==> src/rtl/div_acc_seq_pkg.sv <==
// Shared types and constants for the divide-accelerator sequencer:
// FSM state encoding, injected instruction encodings and phase lengths.
package div_acc_seq_pkg;

  typedef enum logic [1:0] {
    S_DIV_IDLE,
    S_DIV_CALC,
    S_DIV_INJ
  } t_div_state;

  localparam logic [15:0] INST_D_EQ_A     = 16'hEC10;
  localparam logic [15:0] INST_M_EQ_D     = 16'hE308;
  localparam logic [15:0] INST_JMP_UNCOND = 16'hEA87;

  localparam int DIV_CALC_CYCLES = 16;
  localparam int DIV_INJ_CYCLES  = 5;

  // A-type instruction: MSB clear, 15-bit immediate.
  function automatic logic [15:0] a_inst(input logic [15:0] v);
    return v & 16'h7FFF;
  endfunction

endpackage

==> src/rtl/div_acc_seq_div_core.sv <==
// Iterative restoring divider, one quotient bit per step, MSB first.
// The quotient shifts into the dividend register as dividend bits shift out.
module div_core #(
  parameter int DIV_W = 16
) (
  input  logic             clk,
  input  logic             rst_n,
  input  logic             load,
  input  logic             step,
  input  logic [DIV_W-1:0] dividend,
  input  logic [DIV_W-1:0] divisor,
  output logic [DIV_W-1:0] quot,
  output logic [DIV_W-1:0] rem
);

  logic [DIV_W-1:0] r_dvd;
  logic [DIV_W-1:0] r_dsr;
  logic [DIV_W-1:0] r_rem;
  logic [DIV_W:0]   w_r;
  logic [DIV_W:0]   w_trial;

  assign w_r     = {r_rem, r_dvd[DIV_W-1]};
  assign w_trial = w_r - {1'b0, r_dsr};

  always_ff @(posedge clk or negedge rst_n) begin
    if (!rst_n) begin
      r_dvd <= '0;
      r_dsr <= '0;
      r_rem <= '0;
    end else if (load) begin
      r_dvd <= dividend;
      r_dsr <= divisor;
      r_rem <= '0;
    end else if (step) begin
      // A negative trial leaves r below the divisor, so its top bit is zero.
      if (!w_trial[DIV_W]) begin
        r_rem <= w_trial[DIV_W-1:0];
        r_dvd <= {r_dvd[DIV_W-2:0], 1'b1};
      end else begin
        r_rem <= w_r[DIV_W-1:0];
        r_dvd <= {r_dvd[DIV_W-2:0], 1'b0};
      end
    end
  end

  assign quot = r_dvd;
  assign rem  = r_rem;

endmodule

==> src/rtl/div_acc_seq.sv <==
// Divide-accelerator sequencer: runs a 16-cycle restoring divide, then injects
// five instruction pairs that store Q and R and jump to the loop exit.
module div_acc_seq
  import div_acc_seq_pkg::*;
#(
  parameter logic [14:0] QUOT_ADDR = 15'd1,
  parameter logic [14:0] REM_ADDR  = 15'd2,
  parameter int          DIV_W     = 16
) (
  input  logic                  Clk,
  input  logic                  ResetN,
  input  logic                  StartDiv,
  input  logic [DIV_W-1:0]      Dividend,
  input  logic [DIV_W-1:0]      Divisor,
  input  logic [14:0]           ExitPc,
  input  logic                  Abort,
  output logic                  SelAccInst,
  output logic [1:0][15:0]      InstFromAcc,
  output logic                  StallFetch,
  output logic                  Busy,
  output logic                  Done,
  output logic                  Reject
);

  t_div_state         r_state;
  t_div_state         w_next;
  logic [3:0]         r_cnt;
  logic [2:0]         r_k;
  logic [14:0]        r_exit_pc;
  logic               r_reject;
  logic               w_accept;
  logic               w_reject;
  logic               w_sel;
  logic               w_done;
  logic               w_ops_ok;
  logic [1:0][15:0]   w_inst;
  logic [DIV_W-1:0]   w_quot;
  logic [DIV_W-1:0]   w_rem;

  assign w_ops_ok = (Divisor != '0) && !Divisor[DIV_W-1] && !Dividend[DIV_W-1];

  div_core #(.DIV_W(DIV_W)) u_div_core (
    .clk      (Clk),
    .rst_n    (ResetN),
    .load     (w_accept),
    .step     (r_state == S_DIV_CALC),
    .dividend (Dividend),
    .divisor  (Divisor),
    .quot     (w_quot),
    .rem      (w_rem)
  );

  always_ff @(posedge Clk or negedge ResetN) begin
    if (!ResetN) begin
      r_state <= S_DIV_IDLE;
    end else begin
      r_state <= w_next;
    end
  end

  always_comb begin
    w_next   = r_state;
    w_accept = 1'b0;
    w_reject = 1'b0;
    w_sel    = 1'b0;
    w_done   = 1'b0;
    w_inst   = '0;
    unique case (r_state)
      S_DIV_IDLE: begin
        if (StartDiv) begin
          if (w_ops_ok) begin
            w_accept = 1'b1;
            w_next   = S_DIV_CALC;
          end else begin
            w_reject = 1'b1;
          end
        end
      end
      S_DIV_CALC: begin
        if (r_cnt == 4'd0) w_next = S_DIV_INJ;
      end
      S_DIV_INJ: begin
        w_sel = 1'b1;
        case (r_k)
          3'd0:    w_inst = {INST_D_EQ_A,     a_inst(w_quot)};
          3'd1:    w_inst = {INST_M_EQ_D,     a_inst({1'b0, QUOT_ADDR})};
          3'd2:    w_inst = {INST_D_EQ_A,     a_inst(w_rem)};
          3'd3:    w_inst = {INST_M_EQ_D,     a_inst({1'b0, REM_ADDR})};
          default: w_inst = {INST_JMP_UNCOND, a_inst({1'b0, r_exit_pc})};
        endcase
        if (r_k == 3'(DIV_INJ_CYCLES - 1)) begin
          w_done = 1'b1;
          w_next = S_DIV_IDLE;
        end
      end
      default: w_next = S_DIV_IDLE;
    endcase
    // A flush overrides everything, including a same-cycle start.
    if (Abort) begin
      w_next   = S_DIV_IDLE;
      w_accept = 1'b0;
      w_reject = 1'b0;
      w_done   = 1'b0;
    end
  end

  always_ff @(posedge Clk or negedge ResetN) begin
    if (!ResetN) begin
      r_cnt     <= '0;
      r_k       <= '0;
      r_exit_pc <= '0;
      r_reject  <= 1'b0;
    end else begin
      r_reject <= w_reject;
      if (w_accept) begin
        r_cnt     <= 4'(DIV_CALC_CYCLES - 1);
        r_k       <= '0;
        r_exit_pc <= ExitPc;
      end else if (r_state == S_DIV_CALC) begin
        r_cnt <= r_cnt - 4'd1;
      end else if (r_state == S_DIV_INJ) begin
        r_k <= r_k + 3'd1;
      end
    end
  end

  assign SelAccInst  = w_sel;
  assign InstFromAcc = w_inst;
  assign Busy        = (r_state != S_DIV_IDLE);
  assign StallFetch  = Busy;
  assign Done        = w_done;
  assign Reject      = r_reject;

endmodule

==> config.mk <==
export PLATFORM = sky130hd
export DESIGN_NAME = div_acc_seq
export DESIGN_NICKNAME = d
export VERILOG_FILES = /design/src/rtl/div_acc_seq_pkg.sv /design/src/rtl/div_acc_seq_div_core.sv /design/src/rtl/div_acc_seq.sv
export SDC_FILE = /design/constraint.sdc
export NUM_CORES = 1
export LEC_CHECK = 0
export CAP_MARGIN = 20
export CORE_MARGIN = 3
export CORE_UTILIZATION = 48
export CTS_CLUSTER_DIAMETER = 100
export DETAILED_ROUTE_END_ITERATION = 8
export HOLD_SLACK_MARGIN = 0.02
export PLACE_DENSITY = 0.86
export SYNTH_ARGS = -nofsm -noshare
export SYNTH_HDL_FRONTEND = slang
export SYNTH_SLANG_ARGS = --single-unit
==> constraint.sdc <==
create_clock -name Clk -period 2.34 [get_ports Clk]
set_input_delay 0.351 -clock Clk [delete_from_list [all_inputs] [get_ports Clk]]
set_output_delay 0.351 -clock Clk [all_outputs]
set_load 0.02 [all_outputs]
# [Yosys cells after proc, flatten, opt, wreduce, memory -nomap -nowiden]
# Index checks and enable logic that the tools add are counted.
[op_classes] n_reduce_logical=13 add_sub_neg=3 eq_ne=11 n_mux=31
[ops] operator="$pmux W28 S4" n=1
[ops] operator="$mux W16" n=5
[ops] operator="$mux W32" n=1
[ops] operator="$sub A17 B16 Y17" n=1
[ops] operator="$reduce_bool A16 Y1" n=1
[ops] operator="$mux W1" n=13
[ops] operator="$ne A3 B3 Y1 const B" n=4
[ops] operator="$mux W2" n=5
[ops] operator="$mux W3" n=3
[ops] operator="$mux W4" n=2
[ops] operator="$eq A3 B2 Y1 const B" n=2
[ops] operator="$pmux W2 S3" n=1
[ops] operator="$reduce_bool A2 Y1" n=3
[ops] operator="$logic_not A4 Y1" n=1
[ops] operator="$reduce_and A4 Y1" n=1
[ops] operator="$sub A4 B1 Y4 const B" n=1
[ops] operator="$add A3 B1 Y3 const B" n=1
[ops] operator="$eq A3 B1 Y1 const B" n=1
[ops] operator="$eq A3 B3 Y1 const B" n=1
[ops] operator="$logic_not A3 Y1" n=1
[ops] operator="$eq A2 B1 Y1 const B" n=1
[ops] operator="$eq A2 B2 Y1 const B" n=1
[ops] operator="$logic_and A1 B1 Y1" n=2
[ops] operator="$logic_not A1 Y1" n=2
[ops] operator="3 further kinds" n=3
[word_totals] ff_bits=73 in_bits=51 elab_cells=66 out_inout_bits=37

# [Depth between registers and ports, before layout]
# Gate-level depths: netlist of the first run.
[logic_depth] depth_word=9 mapped_depth=10 ltp_nobuf=9

# [Cells and area by module]
# From an unflattened synthesis of the first run, not the netlist that was laid out.
[hier_totals] cells_unflattened=504 area_unflattened_um2=4683.2
[by_module_without_submodules] module="div_core" cells_per_inst=326 instances=1 area_each_um2=2990.4
[by_module_without_submodules] module="div_acc_seq" cells_per_inst=178 instances=1 area_each_um2=1692.9

# [Least setup slack after synthesis of the first run]
# Ideal clock, no wire load.
[synth_path] kind="reg2out" startpoint="register r_k[0]" endpoint="output InstFromAcc[26] (netlist bit)" arrival_ns=1.997 path_slack_ns=-0.008 path_buffers=3 t_required_ns=1.989 stages_incl_launch_ff=8 path_cell_list="dfrtp_1 inv_1 ha_1 clkbuf_1 buf_1 nor2_1 nor3_1 buf_4"
[synth_rtl] element="start: declaration" line="div_acc_seq.sv:28" source="logic [2:0] r_k;"
[synth_rtl] element="start signal: assignment" line="div_acc_seq.sv:122" source="r_k <= r_k + 3'd1;"
[synth_rtl] element="end: declaration" line="div_acc_seq.sv:18" source="output logic [1:0][15:0] InstFromAcc,"

==> results_dict.tcl, run 1 <==
set metrics [dict create \
    rsz0062_at_grt "yes" \
    ff2ff_setup_slack_ns 0.02 \
    worstReg2RegStart "u_div_core.rem[10]" \
    required_ns 1.99 \
    synth-simple-area-share_pct 24.0 \
    status "completed" \
    skew_ns 0.0117 \
    core_um2 9820 \
    nNetsFinal 789 \
    synth.most_common_cell "nand2_1" \
    fillCellCount 785 \
    timing.setup.tns_ns 0 \
    power.density_nw_per_um2 1030 \
    end_kind "output pin" \
    ir_worst_vdd_v 0.000449 \
    drive_gt1_share_pct 22.6 \
    path_class "flip-flop to output pin" \
    yosysTopAreaCell "dfrtp_1" \
    async_flop_share_pct 100 \
    drt_wl_total_mm 15.7 \
    synthAdderAreaFrac_pct 6.05 \
    drt_first_iter_violations 596 \
    clock_sinks 73 \
    pin_count 88 \
    crit_path_max_fanout 4 \
    synth.area.mux_share_pct 0.820 \
    finalHoldViolations 0 \
    hold_ws_ns 0.000215 \
    ys_seq_area_share_pct 37.4 \
    grt_util_all_layers_pct 25.8 \
    rr_worst_depth 8 \
    period_minus_slack_ns 2.33 \
    worstSetupEndpoint "InstFromAcc[0]" \
    syn2layout_area_growth_pct 37.5 \
    synth_top_area_share_pct 37.4 \
    yosys_warnings 0 \
    cts_tree "done" \
    r2r_end "u_div_core.rem[7]" \
    h-tree-depth 3 \
    synth_cell_types 67 \
    slew_violations 0 \
    synth_xor_area_share_pct 1.61 \
    worst_setup_path_start_kind "flip-flop" \
    clk-insertion-delay-late_ns 0.36 \
    grt_overflow 0 \
    setup-violations-final 0 \
    tightest_slew_ns 0.613 \
    die-area_um2 11400 \
    gp_congestion 0.912 \
    yosys-top-cells-area "dfrtp_1 (37%), nand2_1 (8.8%), ha_1 (5.6%)" \
    drtPass1Iterations 5 \
    cts_root_buf "clkbuf_8" \
    die_y_um 107 \
    clk_pin_slew_ns 0.09 \
    wire_per_inst_um 18.4 \
    synth.ff_latch_count 73 \
    synth_common_cells "nand2_1 (114), dfrtp_1 (73), o21ai_0 (45)" \
    grt_pass1_vias 4880 \
    grt_max_degree 74 \
    io_buffers 83 \
    ctsHoldBuffers 0 \
    slew_headroom_pct 59.1 \
    antenna_left 0 \
    netlist_area_um2 4880 \
    remaining_drc_errors 0 \
    post-route-util_pct 68.4 \
    drv_cap 0 \
    synth_compound_area_share_pct 22.5 \
    worst_ep_arrival_time_ns 1.98 \
    antenna_found_initial 0 \
    grt_pass1_wl_mm 23.7 \
    hpwl_mm 10.8 \
    viasPerCell 6.08 \
    cts_max_path_buffers 2 \
    cp-startpoint "r_k[0]" \
    fp-row-count 36 \
    ys.flop_type "dfrtp_1" \
    min_path_type "input port to async pin" \
    die_w_um 107 \
    syn_area_per_cell_um2 8.32 \
    initial_utilization_pct 49.7 \
    numCtsBuffers 9 \
    synth_top_family_by_area "simple AND/OR/NAND/NOR gates" \
    p_leak_uw 0.00311 \
    synth_cells 587 \
    fmax_ghz 0.428 \
    vias 5185 \
    finalCritPeriodShare_pct 99.8 \
    synth-edff-count 0 \
    diodes 0 \
]
==> worst min path at each step <==
stage | start | endpoint | slack, ns
global placement | ResetN | r_k[0] | 0.41
floorplan | ResetN | Reject | 0.06
detailed placement | ResetN | r_exit_pc[1] | 0.41
global route | ResetN | r_k[0] | 0.04
finish | ResetN | r_k[0] | 0.0002
CTS | ResetN | r_k[0] | 0.03
==> metrics by stage <==
stage | cell area (um^2) | cells | total power, uW | setup slack (ns)
global placement | 6200 | 822 | 4870 | -0.238
CTS | 6520 | 840 | 6310 | 0.000602
finish | 6720 | 853 | 6890 | 0.00569
global route | 6720 | 853 | 7260 | -0.0478
floorplan | 4900 | 590 | 3830 | 0.0199
detailed placement | 6200 | 822 | 4970 | -0.233
==> power by group <==
group          internal (uW)  switching [uW]  leakage, uW  total [uW]
clock network            715             525     0.000121        1240
logic                   1750            2030      0.00206        3770
registers               1590             282     0.000925        1880
==> layer usage <==
metal | vias up | wire length (um) | global-route usage [%]
met4 | 0 | 542 | 10.0
met2 | 297 | 7660 | 42.9
met3 | 51 | 1160 | 3.19
met1 | 2479 | 6340 | 34.2
met5 | - | 0 | 0
li1 | 2358 | - | -
==> cell type report <==
| cell class | instances | area, um^2 | area share (%) |
|---|---|---|---|
| Timing Repair Buffer | 164 | 1420 | 21.1 |
| Sequential cell | 73 | 1830 | 27.2 |
| Multi-Input combinational cell | 441 | 2970 | 44.2 |
| Inverter | 26 | 97.6 | 1.45 |
| Tap cell | 133 | 166 | 2.48 |
| Clock inverter | 6 | 116 | 1.73 |
| Clock buffer | 10 | 128 | 1.90 |
==> timing repair <==
action                     4_1_cts  5_1_grt
buffers inserted                 1       14
gates resized for setup         62       49
setup endpoints to repair       40       37
pin swaps                        4       22
cloned                           1        0
==> sequential cells by signal (all words and copies together) (netlist names) <==
name	cells
Reject	1
r_cnt	4
r_exit_pc	15
r_k	3
r_state	2
u_div_core.quot	16
u_div_core.r_dsr	16
u_div_core.rem	16
==> cells by family (layout without fill, tap and decap cells) <==
group,count (synthesis),count (layout)
simple gates,247,248
xor+xnor,9,9
buf+inv,77,206
other cells,1,4
fa+ha+maj,23,23
mux,4,4
flops,73,73
compound gates,153,153
==> critical path, stage by stage, from the launching register on <==
cell and delay, ns:
dfrtp_1 0.42, buf_4 0.14, buf_4 0.09, ha_1 0.20, a211oi_1 0.07, a221oi_1 0.34
clkdlybuf4s15_1 0.38
==> layout by cell type (no fill, tap or decap), types with 13 or more instances in the layout <==
cell type	netlist	layout
nand3_1	19	19
o21ai_0	45	44
buf_2	10	14
nor3_1	19	17
dfrtp_1	73	73
nor2_1	33	32
buf_4	13	75
inv_1	25	23
clkdlybuf4s50_1	0	56
a221o_1	13	13
a22oi_1	15	15
nand2_1	114	113
nand4_1	21	21
ha_1	22	13
a21oi_1	21	17
No activity file was read; power rests on OpenSTA's default activity.
==> run 2: changes to the inputs <==
--- a/config.mk
+++ b/config.mk
@@ -6,8 +6,9 @@
 export NUM_CORES = 1
 export LEC_CHECK = 0
 export CAP_MARGIN = 20
-export CORE_MARGIN = 3
-export CORE_UTILIZATION = 48
+export CELL_PAD_IN_SITES_DETAIL_PLACEMENT = 1
+export CELL_PAD_IN_SITES_GLOBAL_PLACEMENT = 1
+export CORE_UTILIZATION = 36
 export CTS_CLUSTER_DIAMETER = 100
 export DETAILED_ROUTE_END_ITERATION = 8
 export HOLD_SLACK_MARGIN = 0.02
==> results_dict.tcl, run 2 (synthesized netlist as in run 1, its figures left out) <==
set metrics [dict create \
    rr_worst_depth 10 \
    fin_cells 914 \
    h-tree-depth 3 \
    status "finished with violations" \
    clock_sinks 73 \
    grt_pass1_vias 5547 \
    hpwl_mm 12.9 \
    skew_ns 0.0177 \
    slew_headroom_pct 53.4 \
    cp-startpoint "u_div_core.quot[15]" \
    path_class "flip-flop to flip-flop" \
    syn2layout_area_growth_pct 43.3 \
    io_buffers 83 \
    tightest_slew_ns 0.699 \
    die-area_um2 14000 \
    remaining_drc_errors 0 \
    vias 5480 \
    worstReg2RegStart "u_div_core.quot[15]" \
    worstSetupEndpoint "u_div_core.rem[8]" \
    cts_tree "done" \
    drv_cap 0 \
    finalInstanceArea_um2 7000 \
    period_minus_slack_ns 2.49 \
    setup-violations-final 12 \
    dp_slack_ns -0.338 \
    power.share.switching_pct 43.3 \
    fmax_ghz 0.402 \
    rsz0062_at_grt "yes" \
    fp-row-count 42 \
    drtPass1Iterations 5 \
    drive_gt1_share_pct 25.7 \
    nNetsFinal 807 \
    hold_ws_ns 0.337 \
    antenna_found_initial 0 \
    crit_path_max_fanout 7 \
    clk_pin_slew_ns 0.08 \
    internal_power_uw 4320 \
    grt_util_all_layers_pct 28.1 \
    worst_ep_arrival_time_ns 2.73 \
    antenna_left 0 \
    initial_utilization_pct 36.9 \
    finalHoldViolations 0 \
    power.density_nw_per_um2 1090 \
    finalPower_uw 7620 \
    comb_power_share_pct 56.0 \
    drt_wl_total_mm 21.0 \
    core_um2 13200 \
    grt_overflow 0 \
    numCtsBuffers 9 \
    end_kind "flip-flop" \
    placedInstanceArea_um2 6400 \
    gp_congestion 0.816 \
    slew_violations 0 \
    pin_count 88 \
    drt_first_iter_violations 547 \
    worst_setup_path_start_kind "flip-flop" \
    seqPwrFrac_pct 24.9 \
    cp_slowest_cell "dfrtp_2" \
    power_switching_uw 3300 \
    postLayoutSetupSlackWorst_ns -0.147 \
    grt_pass1_wl_mm 30.5 \
    crit_cells 10 \
    clkPwrFrac_pct 19.1 \
    critPathTopFamily "compound AO/OA/AOI/OAI gates" \
    ff2ff_setup_slack_ns -0.15 \
    p_leak_uw 0.00328 \
    viasPerCell 6.00 \
    fillCellCount 1587 \
    die_w_um 118 \
    critPathMaxStageDelay_ns 0.44 \
    finalCritPeriodShare_pct 106 \
    required_ns 2.58 \
    ir_worst_vdd_v 0.000485 \
    cts_max_path_buffers 2 \
    clk-insertion-delay-late_ns 0.36 \
    wire_per_inst_um 23.0 \
    violations "negative setup slack" \
    cp_cell_sequence "inv_2 -> ha_4 -> fa_2 -> nand2b_4 -> a21oi_4 -> o211a_4 -> nor2_8 -> xnor2_2 -> buf_4 -> o31ai_1" \
    final_cell_mix "nand2_1 (114), buf_4 (91), dfrtp_1 (71), clkdlybuf4s50_1 (56), o21ai_0 (39)" \
    dp_cells 888 \
    min_path_type "input port to async pin" \
    grt_max_degree 49 \
    crit_buf_inv 2 \
    die_y_um 118 \
    r2r_end "u_div_core.rem[8]" \
    final_common_cell "nand2_1" \
    cts_root_buf "clkbuf_16" \
    diodes 0 \
]
==> run 2: worst register-to-register path, delay by kind of cell (launching register included) <==
family | cells | cell delay (ns)
xor+xnor | 1 | 0.16
buf+inv | 2 | 0.25
flops | 1 | 0.44
compound gates | 3 | 0.72
fa+ha+maj | 2 | 0.54
simple gates | 2 | 0.25
==> run 2: repair_timing <==
item | 4_1_cts | 5_1_grt
pin swaps | 3 | 22
gates cloned | 1 | 0
endpoints found under the hold margin | 2 | 0
hold buffers | 1 | 0
gates resized for setup | 66 | 66
setup endpoints to repair | 48 | 36
buffers inserted | 3 | 7
==> run 2: metal layers <==
layer  vias up  GRT usage (%)  part of all wire (%)
met3       104           4.25                   5.8
met4         0           15.0                   6.3
li1       2394              -                     -
met1      2691           33.2                    38
met5         -              0                     0
met2       291           49.0                    50
==> run 2: through the flow <==
| stage | setup TNS, ns | utilization, % |
|---|---|---|
| 6_report | -0.704 | 52.9 |
| 5_1_grt | -1.39 | 52.9 |
| 4_1_cts | 0 | 51.3 |
| 3_5_place_dp | -10.19 | 48.3 |
| 3_3_place_gp | -6.30 | 48.3 |
| 2_1_floorplan | 0 | - |
==> run 2: final cells by class <==
type / instances / area (um^2) / share of cell area [%]
clock buffers: 11 / 233 / 3.32
clock inverters: 5 / 56.3 / 0.804
inverters: 26 / 97.6 / 1.39
multi-input cells: 441 / 3010 / 43.0
flip-flops and latches: 73 / 1830 / 26.1
well taps: 176 / 220 / 3.15
repair buffers: 182 / 1550 / 22.2
==> run 2: how the worst min path moves through the flow <==
| stage | slack [ns] | to | cells past startpoint | start |
|---|---|---|---|---|
| floorplan | 0.06 | Reject | 0 | ResetN |
| detailed placement | 0.16 | r_exit_pc[3] | 1 | ResetN |
| global route | 0.34 | r_exit_pc[2] | 2 | ResetN |
| finish | 0.34 | r_exit_pc[2] | 2 | ResetN |
| global placement | 0.15 | r_exit_pc[2] | 1 | ResetN |
| CTS | 0.34 | r_exit_pc[2] | 2 | ResetN |
==> run 2: power groups by stage <==
stage	sequential, uW	combinational (uW)	clock, uW
CTS	1850	3630	1410
global route	1910	4530	1490
detailed placement	1860	3420	0
global placement	1830	3280	0
finish	1900	4270	1450
floorplan	1810	2020	0
==> run 3: changes to the inputs <==
--- a/config.mk
+++ b/config.mk
@@ -5,7 +5,6 @@
 export SDC_FILE = /design/constraint.sdc
 export NUM_CORES = 1
 export LEC_CHECK = 0
-export CAP_MARGIN = 20
 export CELL_PAD_IN_SITES_DETAIL_PLACEMENT = 1
 export CELL_PAD_IN_SITES_GLOBAL_PLACEMENT = 1
 export CORE_UTILIZATION = 36
==> constraint.sdc (replaced) <==
create_clock -name Clk -period 2.1 [get_ports Clk]
set_input_delay 0.315 -clock Clk [delete_from_list [all_inputs] [get_ports Clk]]
set_output_delay 0.315 -clock Clk [all_outputs]
set_load 0.02 [all_outputs]
==> results_dict.tcl, run 3 (synthesized netlist as in run 1, its figures left out) <==
set metrics [dict create \
    remaining_drc_errors 0 \
    viasPerCell 5.90 \
    skew_ns 0.0219 \
    grt_pass1_wl_mm 32.8 \
    slew_violations 0 \
    rsz0062_at_grt "yes" \
    area.sequential_um2 1830 \
    die_w_um 118 \
    internal_power_uw 5250 \
    timing.setup.tns_ns -4.99 \
    clkPwrFrac_pct 17.2 \
    ir_worst_vdd_v 0.000535 \
    clk_pin_slew_ns 0.07 \
    numCtsBuffers 9 \
    final_common_cell "buf_4" \
    finalCritPeriodShare_pct 115 \
    final_cell_mix "buf_4 (127), nand2_1 (111), dfrtp_1 (72), clkdlybuf4s50_1 (52)" \
    grt_pass1_vias 6064 \
    die-area_um2 14000 \
    critPathMaxStageDelay_ns 0.36 \
    io_buffers 83 \
    drv_cap 0 \
    seqPwrFrac_pct 23.3 \
    drt_wl_total_mm 22.0 \
    fillCellCount 1538 \
    required_ns 2.31 \
    tightest_slew_ns 0.734 \
    power.density_nw_per_um2 1200 \
    core_um2 13200 \
    clk-insertion-delay-late_ns 0.36 \
    critPathTopFamily "compound AO/OA/AOI/OAI gates" \
    finalPower_uw 9180 \
    status "finished with violations" \
    cp_cell_sequence "inv_2 -> ha_4 -> fa_2 -> nand2b_4 -> a21oi_4 -> o211a_4 -> buf_12 -> buf_4 -> nor3_4 -> o211ai_1 -> nand3_1" \
    vias 5597 \
    min_path_type "input port to async pin" \
    placedInstanceArea_um2 6660 \
    power_switching_uw 3930 \
    slew_headroom_pct 51.0 \
    drt_first_iter_violations 400 \
    antenna_found_initial 0 \
    multi_input_area_um2 3310 \
    clock_sinks 73 \
    wire_per_inst_um 23.1 \
    drtPass1Iterations 5 \
    pin_count 88 \
    crit_buf_inv 3 \
    cts_root_buf "clkbuf_16" \
    fmax_ghz 0.414 \
    grt_overflow 0 \
    die_y_um 118 \
    comb_power_share_pct 59.5 \
    end_kind "flip-flop" \
    setup-violations-final 27 \
    power.share.switching_pct 42.8 \
    postLayoutSetupSlackWorst_ns -0.316 \
    finalInstanceArea_um2 7660 \
    cts_max_path_buffers 2 \
    violations "negative setup slack" \
    diodes 0 \
    hpwl_mm 13.2 \
    post-route-util_pct 57.8 \
    finalHoldViolations 0 \
    nNetsFinal 843 \
    worst_setup_path_start_kind "flip-flop" \
    gp_congestion 0.876 \
    antenna_left 0 \
    syn2layout_area_growth_pct 56.8 \
    fp-row-count 42 \
    worst_ep_arrival_time_ns 2.63 \
    crit_path_max_fanout 5 \
    p_leak_uw 0.00348 \
    drive_gt1_share_pct 35.4 \
    cp_slowest_cell "dfrtp_1" \
    h-tree-depth 3 \
    grt_max_degree 52 \
    initial_utilization_pct 36.9 \
    cts_tree "done" \
    path_class "flip-flop to flip-flop" \
    grt_util_all_layers_pct 30.3 \
    period_minus_slack_ns 2.42 \
]
-- run 3: cell count changes in the layout (fill, tap and decap cells not counted), sizes merged --
cell	change
buf	+47
dlymetal6s2s	-4
dlygate4sd2	+1
clkbuf	-5
clkinvlp	-1
clkdlybuf4s50	-4
clkinv	+1
-- run 3: final cells by class --
class | instances | area share [%]
flip-flops and latches | 73 | 23.9
clock inverters | 5 | 0.752
well taps | 176 | 2.88
multi-input cells | 441 | 43.3
repair buffers | 218 | 25.0
clock buffers | 10 | 2.99
inverters | 26 | 1.27
-- run 3: metrics by stage --
stage	std cells	hold WS [ns]	setup slack, ns
after global placement	902	0.252	-0.262
after floorplan	590	0.0194	-0.101
after detailed placement	902	0.259	-0.354
final	949	0.416	-0.316
after global routing	949	0.454	-0.358
after CTS	942	0.423	-0.189
-- run 3: worst paths after layout --
kind | from | end | slack [ns] | depth (start not counted)
max in group asynchronous | ResetN | r_exit_pc[8] | 1.00 | 3
hold / removal | ResetN | u_div_core.r_dsr[14] | 0.42 | 2
setup reg to reg | u_div_core.quot[15] | u_div_core.rem[9] | -0.32 | 11
min in group Clk | r_exit_pc[9] | r_exit_pc[9] | 0.49 | 2
setup / recovery | u_div_core.quot[15] | u_div_core.rem[9] | -0.32 | 11
hold reg to reg | r_exit_pc[9] | r_exit_pc[9] | 0.49 | 2
-- run 3: power groups by stage --
stage | logic (uW) | clock network, uW | registers [uW]
finish | 5460 | 1580 | 2140
global route | 5750 | 1630 | 2170
CTS | 4940 | 1580 | 2110
detailed placement | 3980 | 0 | 2090
global placement | 3780 | 0 | 2050
floorplan | 2370 | 0 | 2030
-- run 3: layer usage --
metal | part of all wire [%] | wire length, um | global-route usage [%] | vias to the layer above
met5 | 0 | 0 | 0 | -
met4 | 4.5 | 994 | 14.2 | 0
met1 | 37 | 8190 | 34.8 | 2754
met2 | 52 | 11400 | 53.7 | 281
met3 | 6.4 | 1410 | 6.47 | 86
li1 | - | - | - | 2476
-- run 3: timing repair --
item | in CTS | in global routing
buffers inserted | 23 | 8
hold buffers | 1 | 0
gates cloned | 2 | 0
hold endpoints to repair | 21 | 0
gates resized for setup | 196 | 40
pin swaps | 45 | 23
endpoints found under the setup margin | 47 | 53
==> RTL edit 1: new RTL, flow settings as in run 1 <==
Encoding of `t_div_state`: now one-hot (3 bits for 3 states).
--- a/src/rtl/div_acc_seq_pkg.sv
+++ b/src/rtl/div_acc_seq_pkg.sv
@@ -2,10 +2,10 @@
 // FSM state encoding, injected instruction encodings and phase lengths.
 package div_acc_seq_pkg;
 
-  typedef enum logic [1:0] {
-    S_DIV_IDLE,
-    S_DIV_CALC,
-    S_DIV_INJ
+  typedef enum logic [2:0] {
+    S_DIV_IDLE = 3'b001,
+    S_DIV_CALC = 3'b010,
+    S_DIV_INJ  = 3'b100
   } t_div_state;
 
   localparam logic [15:0] INST_D_EQ_A     = 16'hEC10;
Check against the original RTL: same outputs for any inputs over 10 cycles, from zero or initial values and one cycle with ResetN low; not proved beyond that.
==> RTL edit 1 against run 1 <==
- the run now ends with setup timing left
- synthesized cell count fell by 5.6%
- global-route usage rose by 0.48 points
- combinational power fell by 32%
- sequential share of layout area rose by 0.83 points
- power fell by 22%
- final area fell by 1.5%
- sequential cell count rose by 1
- clock power fell by 9.7%
- setup slack got worse by 190 ps
- wire length fell by 3.3%
- area after synthesis fell by 5.2%
- critical path type is now flip-flop to flip-flop
- largest cell class unchanged
==> RTL edit 1: results (changes against run 1) <==
Antenna Cells = 0 (unchanged)
Nets = 760 (was 789)
mux cell area share after synthesis = 0.0262 (was 0.00820)
status = finished, violations left (was completed)
largest net degree at the start of global routing = 75 (was 74)
CP arrival = 2760 ps (was 1980 ps)
CTS Buf Count = 9 (unchanged)
Detail Placement HPWL = 9690 um (was 10,800 um)
DR pass1 iterations = 5 (unchanged)
top post-synthesis cells by area = dfrtp_1 (39%), nand2_1 (8.5%), ha_1 (5.9%) (was dfrtp_1 (37%), nand2_1 (8.8%), ha_1 (5.6%))
gr usage total = 0.262 (was 0.258)
Hold Crit Class = input port to async pin (unchanged)
Post-Synth Adder-Cell Area = 0.0637 (was 0.0605)
final setup margin = -182 ps (was 5.69 ps)
Starting DRT DRC Count = 442 (was 596)
Fill cells = 654 (was 785)
first-pass GRT wire length = 23,400 um (was 23,700 um)
violated checks = setup timing
largest fanout on the critical path = 5 (was 4)
Final Wtd Congestion = 0.957 (was 0.912)
Post-synth top cells = nand2_1 (105), dfrtp_1 (73), nor2_1 (51) (was nand2_1 (114), dfrtp_1 (73), o21ai_0 (45))
H-tree levels = 3 (unchanged)
IO Port Bufs = 83 (unchanged)
Worst setup startpoint = u_div_core.r_dsr[0] (was r_k[0])
vias in the first global route = 4,716 (was 4,880)
clock insertion delay at the later pin of the skew report = 350 ps
VDD IR max = 0.000409 V (was 0.000449 V)
layout cells sized above 1 = 0.262 (was 0.226)
crit path capture = u_div_core.rem[3] (was InstFromAcc[0])
endpoints failing setup = 33 (was 0)
Synth Area in XOR/XNOR = 0.0227 (was 0.0161)
Clock Skews = 11.4 ps (was 11.7 ps)
clock root cell = clkbuf_8 (unchanged)
Synth Warn # = 0 (unchanged)
Compound-Gate Fraction of Synth Area = 0.198 (was 0.225)
Yosys cell types = 59 (was 67)
routed vias = 4,842 (was 5,185)
Worst R2R Path Depth = 9 (was 8)
asr flop ratio synth = 1.00 (unchanged)
Max-slew headroom = 0.603 (was 0.591)
Routed WL = 15,200 um (was 15,700 um)
Primary FF master, synth = dfrtp_1 (unchanged)
Min Hold Slack = 18.7 ps (was 0.215 ps)
static leakage = 3.05 nW (was 3.11 nW)
post-synthesis sequential area ratio = 0.400 (was 0.374)
[RTL edit 1: how the worst min path moves through the flow]
stage,startpoint,endpoint,cells after the start
after floorplan,ResetN,Reject,0
after global placement,ResetN,r_k[2],2
after detailed placement,ResetN,r_k[0],2
after CTS,ResetN,r_k[0],2
after global routing,ResetN,r_k[0],2
final,ResetN,r_k[0],2
[RTL edit 1: final cells by class]
cell class	count	area [sq um]	share of cell area
clock inverter	3	46.3	0.00700
multi-input combinational	412	2800	0.423
sequential	74	1850	0.280
tap	129	161	0.0244
clock buffer	12	165	0.0250
timing repair buffer	163	1500	0.226
inverter	26	97.6	0.0148
[RTL edit 1: worst max-delay path, stage by stage (launching register included)]
cell	delay, ps
dfrtp_1	430
ha_4	180
fa_2	340
nor2b_2	130
o31a_1	190
o21ai_2	110
and2_4	180
a211o_4	390
and4_1	190
a221o_1	260
[RTL edit 1: metrics by stage]
| step | TNS (ps) | cells | worst slack, ps | area (sq um) |
|---|---|---|---|---|
| after floorplan | -185 | 557 | -65.7 | 4680 |
| after global placement | -9910 | 794 | -257 | 5980 |
| after detailed placement | -14120 | 794 | -310 | 5980 |
| after CTS | -1500 | 817 | -151 | 6310 |
| after global routing | -4640 | 819 | -241 | 6620 |
| final | -2760 | 819 | -182 | 6620 |
[RTL edit 1: what timing repair did]
item / CTS / global route
endpoints found under the setup margin: 47 / 63
buffers inserted: 6 / 4
cloned: 2 / 0
endpoints found under the hold margin: 0 / 0
pin swaps: 12 / 34
gates resized for setup: 135 / 73
[RTL edit 1: power by group]
part / internal [mW] / switching, mW
registers: 1.51 / 0.191
logic: 1.24 / 1.32
clock network: 0.580 / 0.535
[RTL edit 1: cell families after synthesis]
family | Yosys count
other | 1
flip-flops | 74
multiplexers | 12
buffers and inverters | 72
AND/OR/NAND/NOR | 219
XOR/XNOR | 12
adder cells (fa/ha/maj) | 23
AO/OA/AOI/OAI | 141
[RTL edit 1: per-layer routing]
layer / global-route usage / up-vias / wire, um
li1: - / 2184 / -
met1: 0.339 / 2354 / 6040
met2: 0.447 / 251 / 7590
met3: 0.0403 / 53 / 936
met4: 0.0950 / 0 / 625
met5: 0 / - / 0
==> RTL edit 2: new RTL, flow settings as in run 1 <==
Without the edit above. Change the package constant `DIV_CALC_CYCLES` from 16 to 8.
--- a/src/rtl/div_acc_seq_pkg.sv
+++ b/src/rtl/div_acc_seq_pkg.sv
@@ -12,7 +12,7 @@
   localparam logic [15:0] INST_M_EQ_D     = 16'hE308;
   localparam logic [15:0] INST_JMP_UNCOND = 16'hEA87;
 
-  localparam int DIV_CALC_CYCLES = 16;
+  localparam int DIV_CALC_CYCLES = 8;
   localparam int DIV_INJ_CYCLES  = 5;
 
   // A-type instruction: MSB clear, 15-bit immediate.
Behaviour: not the same (a bounded check fails within 10 cycles, from zero or initial values and one cycle with ResetN low).
==> RTL edit 2 against run 1 <==
- the run now ends with setup timing left
- power hardly changed
- area after synthesis is 0.13% higher
- final cell count is 0.59% lower
- core utilization is 1.4 points lower
- fmax is 2.7% lower
- setup slack worse by 64 ps
- critical path depth is 5 higher
- final area is 2.1% lower
- wire length is 5.5% higher
- die area is 0.11% higher
- sequential cell count stayed put
- hold slack better by 59 ps
- clock skew is 3.7 ps lower
- critical endpoint is now u_div_core.rem[0]
- largest cell class unchanged
==> RTL edit 2: results (changes against run 1) <==
violated checks = setup timing
post-synthesis sequential area ratio = 0.373 (was 0.374)
Setup WS pre-CTS = -171 ps (was -233 ps)
Starting DRT DRC Count = 619 (was 596)
Yosys cell types = 67 (unchanged)
H-tree levels = 3 (unchanged)
CP max stage cell = or4_4 (was dfrtp_1)
Post-synth top cells = nand2_1 (113), dfrtp_1 (73), o21ai_0 (45) (was nand2_1 (114), dfrtp_1 (73), o21ai_0 (45))
via/cell ratio = 6.23 (was 6.08)
Internal = 3.95 mW (was 4.06 mW)
largest stage delay on the critical path = 420 ps (about the same)
CP arrival = 2710 ps (was 1980 ps)
CTS Buf Count = 9 (unchanged)
Final Wtd Congestion = 0.932 (was 0.912)
Antenna Cells = 0 (unchanged)
Routed WL = 16,600 um (was 15,700 um)
asr flop ratio synth = 1.00 (unchanged)
Hold Crit Class = input port to async pin (unchanged)
gr usage total = 0.274 (was 0.258)
hold buffers post-CTS = 0 (unchanged)
Clock Skews = 7.98 ps (was 11.7 ps)
VDD IR max = 0.000461 V (was 0.000449 V)
Detail Placement HPWL = 11,400 um (was 10,800 um)
layout cells sized above 1 = 0.208 (was 0.226)
antenna violations before repair = 0 (unchanged)
Nets = 785 (was 789)
clock root cell = clkbuf_8 (unchanged)
static leakage = 3.09 nW (was 3.11 nW)
clock insertion delay at the later pin of the skew report = 370 ps
DR pass1 iterations = 5 (unchanged)
IO Port Bufs = 83 (unchanged)
final setup margin = -58.0 ps (was 5.69 ps)
endpoints failing setup = 4 (was 0)
top post-synthesis cells by area = dfrtp_1 (37%), nand2_1 (8.7%), ha_1 (5.6%) (was dfrtp_1 (37%), nand2_1 (8.8%), ha_1 (5.6%))
first-pass GRT wire length = 25,000 um (was 23,700 um)
status = finished, violations left (was completed)
largest fanout on the critical path = 7 (was 4)
vias in the first global route = 5,029 (was 4,880)
Worst-Margin Slew = 787 ps (was 613 ps)
area post-placement = 6160 sq um (was 6200 sq um)
largest net degree at the start of global routing = 45 (was 74)
clock-pin slew on the worst setup and hold paths = 90 ps (about the same)
Synth Warn # = 0 (unchanged)
clk buf depth = 2 (unchanged)
[RTL edit 2: cell count changes in the layout (fill, tap and decap cells not counted), sizes merged]
cell	change
clkdlybuf4s50	+1
clkdlybuf4s15	-1
bufinv	-1
nand2	-1
clkinv	-1
dlymetal6s2s	+1
clkinvlp	+1
buf	-4
[RTL edit 2: cell families after synthesis]
| family | count (synthesis) | share of synthesized area |
|---|---|---|
| compound gates | 153 | 0.225 |
| fa+ha+maj | 23 | 0.0604 |
| mux | 4 | 0.00819 |
| xor+xnor | 9 | 0.0161 |
| simple gates | 247 | 0.241 |
| flops | 73 | 0.373 |
| other cells | 1 | 0.000767 |
| buf+inv | 77 | 0.0752 |
[RTL edit 2: timing repair]
item / in CTS / in global routing
pin swaps: 4 / 11
resized for setup: 63 / 35
buffers inserted: 3 / 10
setup endpoints to repair: 43 / 31
[RTL edit 2: stage by stage]
| stage | TNS, ps | std cells | util | total power, mW | hold WS, ps |
|---|---|---|---|---|---|
| after floorplan | 0 | 590 | - | 3.96 | 55.4 |
| after global placement | -558 | 820 | 0.628 | 5.01 | 441 |
| after detailed placement | -3530 | 820 | 0.628 | 5.17 | 458 |
| after CTS | -7.34 | 838 | 0.654 | 6.38 | 74.1 |
| after global routing | -641 | 848 | 0.670 | 7.24 | 104 |
| final | -136 | 848 | 0.670 | 6.88 | 59.5 |
[RTL edit 2: path summary, 6_finish.rpt]
kind                       slack, ps                end  cells after the start                start
max                              -60  u_div_core.rem[0]                     11  u_div_core.quot[15]
min                               60           r_cnt[2]                      1               ResetN
max reg2reg                      -60  u_div_core.rem[0]                     11  u_div_core.quot[15]
min reg2reg                      480       r_exit_pc[3]                      2         r_exit_pc[3]
max in group asynchronous       1570  u_div_core.rem[7]                      2               ResetN
min in group Clk                 480       r_exit_pc[3]                      2         r_exit_pc[3]
[RTL edit 2: cell type report]
class / instances / area, sq um
fill: 780 / 3240
inverter: 26 / 97.6
multi-input combinational: 440 / 2890
sequential: 73 / 1830
tap: 133 / 166
timing repair buffer: 161 / 1390
clock buffer: 10 / 128
clock inverter: 5 / 81.3
[RTL edit 2: layer usage]
layer	global-route usage	wire length [um]	vias to the layer above
li1	-	-	2351
met1	0.362	6340	2508
met2	0.448	7980	331
met3	0.0470	1420	97
met4	0.108	816	0
met5	0	0	-
[RTL edit 2: critical path: cells and delay by family, from the launching register on]
family,cells,cell delay (ps)
simple gates,4,720
buf+inv,3,320
fa+ha+maj,2,500
flops,1,390
compound gates,2,390
[RTL edit 2: power by group through the flow]
stage,Combinational (mW),Clock (mW),Sequential [mW]
after global routing,4.15,1.16,1.93
after global placement,3.15,0,1.86
after floorplan,2.13,0,1.84
after CTS,3.41,1.11,1.86
after detailed placement,3.29,0,1.88
final,3.87,1.12,1.89
